$ cat config.mk
export PLATFORM = sky130hd
export DESIGN_NAME = stack_ctrl
export DESIGN_NICKNAME = d
export VERILOG_FILES = /design/src/rtl/stack_ctrl.sv
export SDC_FILE = /design/constraint.sdc
export NUM_CORES = 1
export LEC_CHECK = 0
export ABC_CLOCK_PERIOD_IN_PS = 2650
export CAP_MARGIN = 20
export CORE_MARGIN = 2
export CORE_UTILIZATION = 52
export CTS_BUF_LIST = sky130_fd_sc_hd__clkbuf_8 sky130_fd_sc_hd__clkbuf_16
export CTS_CLUSTER_DIAMETER = 80
export DETAILED_ROUTE_END_ITERATION = 8
export DONT_BUFFER_PORTS = 1
export GPL_ROUTABILITY_DRIVEN = 0
export GPL_TIMING_DRIVEN = 0
export PLACE_DENSITY = 0.77
export SLEW_MARGIN = 20
export SYNTH_ARGS = -nofsm -noshare
export SYNTH_HDL_FRONTEND = slang
export SYNTH_SLANG_ARGS = --single-unit
$ cat constraint.sdc
create_clock -name clk -period 2.65 [get_ports clk]
set_input_delay 0.53 -clock clk [delete_from_list [all_inputs] [get_ports clk]]
set_output_delay 0.53 -clock clk [all_outputs]
set_load 0.02 [all_outputs]
$ cat src/rtl/stack_ctrl.sv
// Hardware stack data side: push/pop command/response handshake over local storage.
// Optional macro STACK_PEEK_EN enables non-destructive pop (peek) via cmd_peek.
module stack_ctrl #(
    parameter int unsigned BITS       = 8,
    parameter int unsigned DEPTH_BITS = 4
) (
    input  logic                  clk,
    input  logic                  rst,
    input  logic                  cmd_valid,
    output logic                  cmd_ready,
    input  logic                  cmd_op,
    input  logic [BITS-1:0]       cmd_data,
    input  logic                  cmd_peek,
    output logic                  rsp_valid,
    input  logic                  rsp_ready,
    output logic [BITS-1:0]       rsp_data,
    output logic                  rsp_err,
    output logic [DEPTH_BITS:0]   sp,
    output logic                  full,
    output logic                  empty
);

    localparam int unsigned DEPTH = 1 << DEPTH_BITS;
    localparam int unsigned SPW   = DEPTH_BITS + 1;

    localparam logic [1:0] IDLE = 2'd0;
    localparam logic [1:0] EXEC = 2'd1;
    localparam logic [1:0] RESP = 2'd2;

    logic [1:0]            state;
    logic [1:0]            state_nx;
    logic                  op_q;
    logic [BITS-1:0]       data_q;
    logic                  peek_eff;
    logic [SPW-1:0]        sp_nx;
    logic                  err_nx;
    logic                  mem_we;
    logic                  rd_en;
    logic [BITS-1:0]       mem [DEPTH];
    logic [DEPTH_BITS-1:0] wr_idx;
    logic [DEPTH_BITS-1:0] top_idx;

    assign wr_idx  = sp[DEPTH_BITS-1:0];
    assign top_idx = DEPTH_BITS'(sp - SPW'(1));

`ifdef STACK_PEEK_EN
    logic peek_q;

    always_ff @(posedge clk) begin
        if (rst) begin
            peek_q <= 1'b0;
        end else if (state == IDLE && cmd_valid) begin
            peek_q <= cmd_peek;
        end
    end

    assign peek_eff = peek_q;
`else
    logic unused_peek;

    assign unused_peek = cmd_peek;
    assign peek_eff    = 1'b0;
`endif

    // Next-state and EXEC-cycle decisions; erroring commands leave sp and storage alone.
    always_comb begin
        state_nx = state;
        sp_nx    = sp;
        err_nx   = rsp_err;
        mem_we   = 1'b0;
        rd_en    = 1'b0;
        case (state)
            IDLE: begin
                if (cmd_valid) begin
                    state_nx = EXEC;
                end
            end
            EXEC: begin
                state_nx = RESP;
                err_nx   = 1'b0;
                if (op_q) begin
                    if (full) begin
                        err_nx = 1'b1;
                    end else begin
                        mem_we = 1'b1;
                        sp_nx  = sp + SPW'(1);
                    end
                end else if (empty) begin
                    err_nx = 1'b1;
                end else begin
                    rd_en = 1'b1;
                    if (!peek_eff) begin
                        sp_nx = sp - SPW'(1);
                    end
                end
            end
            RESP: begin
                if (rsp_ready) begin
                    state_nx = IDLE;
                end
            end
            default: begin
                state_nx = IDLE;
            end
        endcase
    end

    always_ff @(posedge clk) begin
        if (rst) begin
            state     <= IDLE;
            sp        <= '0;
            rsp_valid <= 1'b0;
            rsp_data  <= '0;
            rsp_err   <= 1'b0;
            cmd_ready <= 1'b1;
            empty     <= 1'b1;
            full      <= 1'b0;
            op_q      <= 1'b0;
            data_q    <= '0;
        end else begin
            state     <= state_nx;
            sp        <= sp_nx;
            rsp_err   <= err_nx;
            cmd_ready <= (state_nx == IDLE);
            rsp_valid <= (state_nx == RESP);
            full      <= (sp_nx == SPW'(DEPTH));
            empty     <= (sp_nx == SPW'(0));
            if (state == IDLE && cmd_valid) begin
                op_q   <= cmd_op;
                data_q <= cmd_data;
            end
            // Synchronous read of the top entry; pushes and errors report zero.
            if (rd_en) begin
                rsp_data <= mem[top_idx];
            end else if (state == EXEC) begin
                rsp_data <= '0;
            end
        end
    end

    // Storage is never cleared by reset.
    always_ff @(posedge clk) begin
        if (mem_we && !rst) begin
            mem[wr_idx] <= data_q;
        end
    end

endmodule

-- Word-level counts from Yosys, hierarchy flattened
Memory sizes are Yosys's and may differ from the RTL's.
Cells that the tools add are included.
Widths: inputs -> output; s select.
- reductions and logical operators: 7
- equal/unequal tests: 4
- add/sub/neg operators: 2
- muxes and demuxes: 20
- operator list (operator ; number):
    $mux 5 ; 4
    $mux 8 ; 2
    $mux 1 ; 11
    $pmux 2 s3 ; 1
    $add 5x1->5 const B ; 1
    $eq 5x5->1 const B ; 1
    $logic_not 5->1 ; 1
    $sub 5x1->5 const B ; 1
    $eq 2x2->1 const B ; 2
    $logic_not 2->1 ; 2
    $mux 2 ; 2
    $eq 2x1->1 const B ; 1
    $logic_and 1x1->1 ; 2
    $reduce_bool 2->1 ; 1
    $logic_not 1->1 ; 1
- memories kept: 1
- word-level logic and storage cells: 44
- bits in registers: 29
- output and inout port bits: 18
- bits in writable memories: 128
- input bits: 14
- memories (name ; depth ; width ; rd ports ; clocked after memory_dff ; wr ports ; RTL line ; RTL):
    mem ; 16 ; 8 ; 1 ; 0 ; 1 ; 39 ; logic [BITS-1:0] mem [DEPTH];

-- Longest topological paths before layout
Gate-level depths: netlist of the first run.
- depth in word-level cells: 6
- gate-level depth with buffers: 9
- gate-level depth less buffers: 6

-- Worst setup path after synthesis of the first run
Ideal clock, no wire load.
- path type: register to register
- from: reg sp[0]
- to: reg rsp_data[5]
- slack: -0.186 ns
- period minus slack after synthesis: 2.836 ns
- stages on the path, launching flop included: 10
- data required time: 2.530 ns
- path buffers: 3
- library setup time: 0.120 ns
- arrival: 2.716 ns
- path through: dfxtp_1 -> buf_1 -> inv_1 -> ha_1 -> clkbuf_1 -> clkbuf_1 -> mux4_2 -> o21ai_0 -> a21oi_1 -> a211o_1
- cells in the longest elaborated chain, start to end: 3
- ends and longest elaborated chain (item ; RTL line ; RTL):
    start, declared ; 18 ; output logic [DEPTH_BITS:0] sp,
    start signal, assigned ; 122 ; sp <= sp_nx;
    $sub 5x1->5 ; -- ;
    $mem_v2 16x8 ; -- ;
    $mux 8 ; 133 ; if (rd_en) begin
    end signal, assigned ; 134 ; rsp_data <= mem[top_idx];
    end, declared ; 16 ; output logic [BITS-1:0] rsp_data,
Every way passes these cells.
A chain may end at the register's enable or synchronous reset.

-- Worst setup path in the final report of the first run
- from: reg sp[1]
- to: reg rsp_data[3]
The elaborated chain is that of the path after synthesis.

==> impl_summary.md, run 1 <==
Cells and area
The count of nets after finishing is ~410. The total non-filler cell area in the finished layout is between 7000 and 8000 sq um. The total inserted antenna cells is 0. Once layout is complete, the utilization of the core stands at between 50% and 60%. Of the cells placed in the final design, the portion with a size suffix greater than 1 is between 20% and 30%. The area growth from synthesis to final layout is 12.8%. For this run, the number of standard cells in the final layout without fillers is between 500 and 600.

Timing
Setup violations remaining at the end of the flow were counted as 0. At the pin with the least slew margin, the transition time is between 900 and 1000 ps. For this run, the top clock speed supported by timing is between 300 and 400 MHz. The final hold violation count is 0. Across the routed clock network, the largest skew measured is 9.62 ps. The number of pins with negative max-slew slack in the final report came to 0. Of the available clock period, the critical path in the final layout requires between 90% and 100%. Adding up every negative setup slack in the final design gives 0 ps. The clock period could shrink to around 2600 ps. The worst pin sits at a relative slew slack of a little over a third.

CTS
Clock tree synthesis selected as its root buffer the cell clkbuf_16. The worst-skew pair later-pin latency is 430 ps. The number of sinks handled by clock tree synthesis is 157. The number of buffers on the longest clock path is 2. In this run the number of H-tree levels came out at 4.

The number of buffers inserted by post-CTS setup repair is 0. TritonCTS built the clock tree. The register clock-pin slew on the reported worst setup and hold paths is 60 ps. The cts-stage hold buffer count is 0. The number of buffers created by CTS is 17.

Flow run
The total of max-cap violations is 0.

Routing
The top layer used by detailed routing is met4. The antenna violation net count after detailed routing is 0. The met1 routed wirelength after detailed routing is between 5000 and 6000 um. The count of TritonRoute iterations in the first routing pass is 5.

The total met2 wirelength after detailed routing is 6100 um. The post-route DRC violation count is 0. In the final routed layout, each cell accounts on average for 23.1 um. The total routed wirelength is roughly 13000 um. In the routed layout, each cell is associated on average with a via count of 6.19. After the first detailed-routing iteration, the DRC count stood at between 300 and 400. The routed layout has 3398 vias.

The routed design uses 824 um of met3 wire.

Setup path
Data on the critical path is required at its endpoint by ~3000 ps. The setup check on the worst reg-to-reg path leaves a slack of ~50 ps. The element type at the critical path start is a flop.

The cell type of the slowest stage on the worst timing path is dfxtp_1. Walking the worst path, the cells encountered are clkbuf_2 > inv_1 > ha_2 > clkbuf_8 > mux4_2 > nand3_1 > a21oi_1 > a211o_1. The type of destination of the critical path is a flop. In this run the worst path has a maximum fanout of 10.

The startpoint-to-endpoint class of the critical path is reg -> reg. Data on the critical path arrives at its endpoint at approximately 2900 ps. The longest individual stage delay on the worst path is a little over 500 ps.

Logic synthesis
The number of warnings printed during yosys synthesis is 0. The number of nets produced by synthesis is 389. Yosys mapped the design onto 44 distinct sky130hd cell types. The portion of the post-synthesis area used by sequential elements is a little under three quarters.

The combined area of all synthesized cells is 6240 sq um. The synthesized area per cell is around 17 sq um. The most used flip-flop cell after synthesis is edfxtp_1. The synthesized instance count is approximately 370. Counting flops with a built-in enable in the synthesized netlist gives approximately 130.

The async set or reset register ratio after synthesis is 0%. After synthesis the netlist holds a flip-flop and latch count of around 160.

Global route
The initial antenna violation count is 0. After global routing the overflow that remains totals 0. The global-route wire length before repair is a little under 20000 um.

The overall global routing resource usage is 21.2%. The number of global-route vias before repair is 3309. The maximum number of pins on one net before global-route repair is 18.

Floorplanning
The horizontal die dimension is 114 um. The die outline area is around 13000 sq um. 32 I/O pins were placed. In this run the core area contains 40 standard-cell rows.

The die extent in y is between 100 and 150 um. The effective utilization at floorplan is between 50% and 60%. After floorplanning, the core was sized to cover 11900 sq um.

Power and ir drop
Power spread over the standard cell area amounts to roughly 800 nW/um^2. Summing internal, switching and leakage power gives roughly 0.0056 W. IR analysis of the VDD net gives a maximum drop of between 0.5 and 0.6 mV. The leakage power figure is approximately 2.4 nW.

Place
In this run, placement finished with an instance count of between 500 and 600. The total of buffers placed on input and output ports is 0. Once detailed placement completed, the half-perimeter wirelength came to around 8300 um. The area after detailed placement is 6450 sq um.

Status
The flow ran to the end, and the final reports show no timing, DRC or antenna violations.

Worst hold path
The tightest min-delay check is of the in -> reg type.
## what timing repair did
item                                    CTS  global route
endpoints found under the setup margin    9             8
gates cloned                              0             0
gates resized for setup                  12             1
## cell usage after synthesis, types with 3 or more instances
library cell	number	area (sq um)
dfxtp_1	29	581
and2_1	3	18.8
ha_1	4	50.1
nand3_1	19	95.1
clkbuf_1	15	56.3
a211o_1	8	70.1
buf_2	3	15.0
a21oi_1	18	90.1
mux2i_1	9	90.1
nor3_1	5	25.0
nor2b_1	3	18.8
nor2_1	28	105
nand2_1	5	18.8
edfxtp_1	128	3840
mux4_2	32	721
nand2b_1	3	18.8
o21ai_0	17	85.1
xnor2_1	3	26.3
inv_1	5	18.8
## metal layers
metal  track usage, %  up-vias
met3             4.89       25
li1                 -     1508
met4             9.02        0
met5                0        -
met2             32.3      124
met1             29.9     1741
## worst max-delay path, delay by kind of cell, from the launching register on
family                     cells  cell delay (ps)
and+or+nand+nor                1              120
muxes                          1              360
AOI/OAI and AO/OA              2              390
adders and majority gates      1              450
buffers and inverters          3              640
DFF                            1              510
## sequential cells by signal, summed over array words and instances (netlist names)
name	flops
mem	128
empty	1
data_q	8
sp	5
full	1
state	2
cmd_ready	1
rsp_data	8
op_q	1
rsp_err	1
rsp_valid	1
## cells by family (layout without fill, tap and decap cells)
logic type / count (synthesis) / after routing / share of synthesized area [%]
fa+ha+maj: 4 / 4 / 0.801
xor+xnor: 4 / 4 / 0.561
flops: 157 / 157 / 70.8
mux: 42 / 42 / 13.2
buf+inv: 27 / 58 / 1.92
compound gates: 57 / 57 / 6.01
simple gates: 80 / 80 / 6.69
## path summary, 6_finish.rpt
path / depth (start not counted) / to / start
worst max register to register: 8 / rsp_data[3]$_SDFFE_PP0P_ / sp[1]$_SDFF_PP0_
worst min-delay path: 2 / data_q[7]$_SDFFE_PP0P_ / cmd_data[7]
worst max-delay path: 8 / rsp_data[3]$_SDFFE_PP0P_ / sp[1]$_SDFF_PP0_
worst min register to register: 1 / rsp_data[1]$_SDFFE_PP0P_ / rsp_data[1]$_SDFFE_PP0P_
## cell type report
type | count | area, sq um
Buffer | 21 | 133
Clock buffer | 17 | 425
Clock inverter | 15 | 135
Fill cell | 818 | 4820
Inverter | 5 | 18.8
Multi-Input combinational cell | 187 | 1720
Sequential cell | 157 | 4430
Tap cell | 147 | 184
## power breakdown
group	switching [W]	total, W	internal (W)	leakage (nW)
logic	0.000258	0.000485	0.000227	0.661
registers	0.000138	0.00286	0.00272	1.41
clock network	0.000922	0.00229	0.00136	0.285
## per-stage QoR
step / worst slack [ps] / hold WS (ps)
3_5_place_dp: -748 / 644
3_3_place_gp: -668 / 641
2_1_floorplan: 13.6 / 577
6_report: 50.9 / 251
4_1_cts: 80.1 / 247
5_1_grt: -4.85 / 257
## cells in the final DEF (no fill, tap or decap), types with 3 or more instances in the layout
| cell | synthesis | layout |
|---|---|---|
| a211o_1 | 8 | 8 |
| a21oi_1 | 18 | 18 |
| and2_1 | 3 | 3 |
| buf_2 | 3 | 3 |
| clkbuf_1 | 15 | 10 |
| clkbuf_16 | 0 | 17 |
| clkbuf_8 | 0 | 3 |
| clkinv_2 | 0 | 3 |
| clkinv_4 | 0 | 3 |
| dfxtp_1 | 29 | 28 |
| edfxtp_1 | 128 | 128 |
| ha_1 | 4 | 3 |
| inv_1 | 5 | 9 |
| mux2i_1 | 9 | 9 |
| mux4_2 | 32 | 32 |
| nand2_1 | 5 | 5 |
| nand2b_1 | 3 | 3 |
| nand3_1 | 19 | 19 |
| nor2_1 | 28 | 28 |
| nor2b_1 | 3 | 3 |
| nor3_2 | 0 | 4 |
| o21ai_0 | 17 | 17 |
| xnor2_1 | 3 | 3 |
(Power assumes the default switching activity.)
==> run 2: changes to the inputs <==
--- a/config.mk
+++ b/config.mk
@@ -16,6 +16,7 @@
 export GPL_ROUTABILITY_DRIVEN = 0
 export GPL_TIMING_DRIVEN = 0
 export PLACE_DENSITY = 0.77
+export SKIP_CTS_REPAIR_TIMING = 1
 export SLEW_MARGIN = 20
 export SYNTH_ARGS = -nofsm -noshare
 export SYNTH_HDL_FRONTEND = slang
==> run 2 against run 1 <==
Against the previous run:
- via count unchanged
- final cell count unchanged
- core utilization decreased by 0.15 points
- largest cell class unchanged
==> impl_summary.md, run 2 (synthesized netlist as in run 1, its figures left out) <==
Global route
The maximum number of pins on one net before global-route repair is 18. The overall global routing resource usage is approximately a fifth. The first global-routing pass estimated 19500 um of wire.

Global routing finished with a remaining overflow of 0. The number of global-route vias before repair is about 3300. The initial antenna violation count was 0.

Cells and area
For this run, the post-layout net count is between 400 and 500. The area taken by flip-flops and latches is between 4000 and 5000 sq um. More flip-flops sit in one register than any other, and that register is mem. The number of flip-flops under the largest register name is around 130.

In the layout the commonest cells are edfxtp_1 (128), mux4_2 (32), nor2_1 (28). Leaving out fill and tap cells, the most frequent cell in the layout is edfxtp_1. The area used by multi-input combinational logic is between 1500 and 2000 sq um. The number of antenna diodes in the final layout is 0.

Cells with a size suffix above 1 make up between 20% and 30% of the layout. The number of filler cells placed in the layout is 820. In the final layout, the registers with the most flip-flops are mem (128), data_q (8), rsp_data (8). The area growth from synthesis to layout is 12.5%.

Setup path
The worst setup path is captured at a flop. The longest individual stage delay on the worst path is ~480 ps. The element type at the critical path start is a flop. The startpoint of the lowest-slack register-to-register path is sp[0]$_SDFF_PP0_. The cell that appears most often on the critical path is buf_4. At the worst endpoint, the arrival time is 2840 ps.

Setup slack on the worst reg-to-reg path comes out at 120 ps. The required time of the critical path is 2960 ps. The worst setup path is of the reg -> reg kind. On the critical path, the stage with the largest delay is an instance of dfxtp_2.

Traced cell by cell, the critical path runs through buf_4 > inv_1 > ha_2 > buf_4 > mux4_2 > nand3_1 > a21oi_1 > a211o_1. The reg-to-reg critical path endpoint is rsp_data[3]$_SDFFE_PP0P_. Of all nets on the critical path, the largest fanout is 10. The number of cell instances on the worst register-to-register path is 8.

CTS
CTS built an H-tree with a depth of 4. Clock-pin slew was measured on the worst setup and hold paths at about 60 ps. The number of buffers on the longest clock path is 2.

Counting the buffers created by CTS gives 17. The number of sinks handled by clock tree synthesis is between 150 and 200. The clock reaches the later pin of the worst-skew pair after about 420 ps.

The root buffer selected by CTS is clkbuf_16. TritonCTS built the clock tree.

Routing
The vias after detailed routing is about 3400. The detail route stage leaves a number of antenna-violating nets equal to 0. The post-route DRC violation count is 0. The detailed router finished its first iteration with about 330 violations.

The average via count per standard cell is approximately 6.2. The total routed wirelength is 12600 um. The first detailed-routing pass took 5 iterations.

In the final routed layout, each cell accounts on average for roughly 23 um.

Floorplanning
The core region is 11900 sq um. During I/O placement, the number of pins put on the boundary was 32. The die is between 100 and 150 um wide. The die extent in y is 114 um. The die outline area is between 10000 and 15000 sq um. The standard-cell row count is 40. The effective utilization at floorplan is between 50 and 60%.

Power and ir drop
The cell area power density is about 800 nW/um^2. Across the VDD grid, the largest voltage drop is approximately 0.57 mV. The leakage power figure is 2.36 nW.

Worst hold path
The type of the worst min-delay path is in -> reg. For hold timing, the worst endpoint is data_q[7]$_SDFFE_PP0P_. The startpoint identified for the worst hold timing path is cmd_data[7]. Counting instances, the worst hold path has a depth of 2.

Timing
Setup repair after global routing left no endpoint under its margin. The final hold violation count is 0. The clock arrives with approximately 4.2 ps of skew.

At the pin with the least slew margin, the transition time is around 960 ps. After layout, the worst path uses between 90% and 100% of the clock period. The maximum operating frequency is 395 MHz. The worst slew margin relative to its limit is approximately 36%.

The post-layout minimum cycle time is around 2500 ps. The final number of setup-violating endpoints is 0. Across all hold checks on the routed design, the worst slack comes to 253 ps.

The number of pins with negative max-slew slack in the final report is 0. The final sum of negative setup slack is 0 ps.

Flow run
The total of max-cap violations is 0.

Place
The final HPWL from detailed placement is just over 8000 um. The total of buffers placed on input and output ports is 0.

Status
The run finished with clean final reports.
[run 2: changes by cell type in the layout (fill, tap and decap cells not counted)]
cell,delta
dfxtp_1,-1
dfxtp_2,+1
clkbuf_8,-3
buf_4,+3
[run 2: per-layer routing]
metal | wire length (um) | GRT usage (%) | vias to the layer above
li1 | - | - | 1516
met1 | 5450 | 29.9 | 1740
met2 | 6160 | 32.3 | 128
met3 | 860 | 5.42 | 14
met4 | 176 | 7.80 | 0
met5 | 0 | 0 | -
[run 2: final cells by class]
| type | instances | share of cell area [%] |
|---|---|---|
| buffer | 21 | 1.62 |
| multi-input combinational | 187 | 24.5 |
| sequential | 157 | 63.0 |
| inverter | 5 | 0.267 |
| clock buffer | 17 | 6.05 |
| clock inverter | 15 | 1.92 |
| tap | 147 | 2.62 |
[run 2: through the flow]
stage / std cells / worst slack (ps) / area (sq um) / utilization [%] / total power (W)
floorplan: 371 / 13.6 / 6250 / - / 0.00323
global placement: 518 / -668 / 6430 / 54.2 / 0.00335
detailed placement: 518 / -748 / 6450 / 54.4 / 0.00337
CTS: 550 / -790 / 7010 / 59.1 / 0.00562
global route: 549 / 24.8 / 7030 / 59.2 / 0.00577
finish: 549 / 120 / 7030 / 59.2 / 0.00563
[run 2: worst max path at each step]
| stage | from | end | slack, ps | cells after the start |
|---|---|---|---|---|
| after floorplan | sp[0]$_SDFF_PP0_ | rsp_data[5]$_SDFFE_PP0P_ | 10 | 9 |
| after global placement | sp[0]$_SDFF_PP0_ | rsp_data[3]$_SDFFE_PP0P_ | -670 | 9 |
| after detailed placement | sp[0]$_SDFF_PP0_ | rsp_data[3]$_SDFFE_PP0P_ | -750 | 9 |
| after CTS | sp[0]$_SDFF_PP0_ | rsp_data[3]$_SDFFE_PP0P_ | -790 | 9 |
| after global routing | op_q$_SDFFE_PP0P_ | mem[15][7]$_DFFE_PP_ | 20 | 5 |
| final | sp[0]$_SDFF_PP0_ | rsp_data[3]$_SDFFE_PP0P_ | 120 | 8 |
[run 2: where the power goes]
group | switching [W] | leakage [nW] | total (W) | internal [W]
Sequential | 0.000137 | 1.41 | 0.00286 | 0.00272
Combinational | 0.000257 | 0.657 | 0.000478 | 0.000221
Clock | 0.000927 | 0.285 | 0.00229 | 0.00136
[run 2: worst max-delay path, delay by kind of cell (launching register included)]
family	cells	cell delay (ps)
buffers and inverters	3	640
AO/OA/AOI/OAI	2	370
AND/OR/NAND/NOR	1	120
adder cells (fa/ha/maj)	1	410
flip-flops	1	480
multiplexers	1	380
==> run 3: changes to the inputs <==
==> constraint.sdc (replaced) <==
create_clock -name clk -period 2.65 [get_ports clk]
set_input_delay 0.3975 -clock clk [delete_from_list [all_inputs] [get_ports clk]]
set_output_delay 0.3975 -clock clk [all_outputs]
set_load 0.02 [all_outputs]
==> results of run 3 <==
Same layout as run 2 (identical final DEF). Status: finished clean.
Among the figures that moved: hold slack 253 ps -> 121 ps
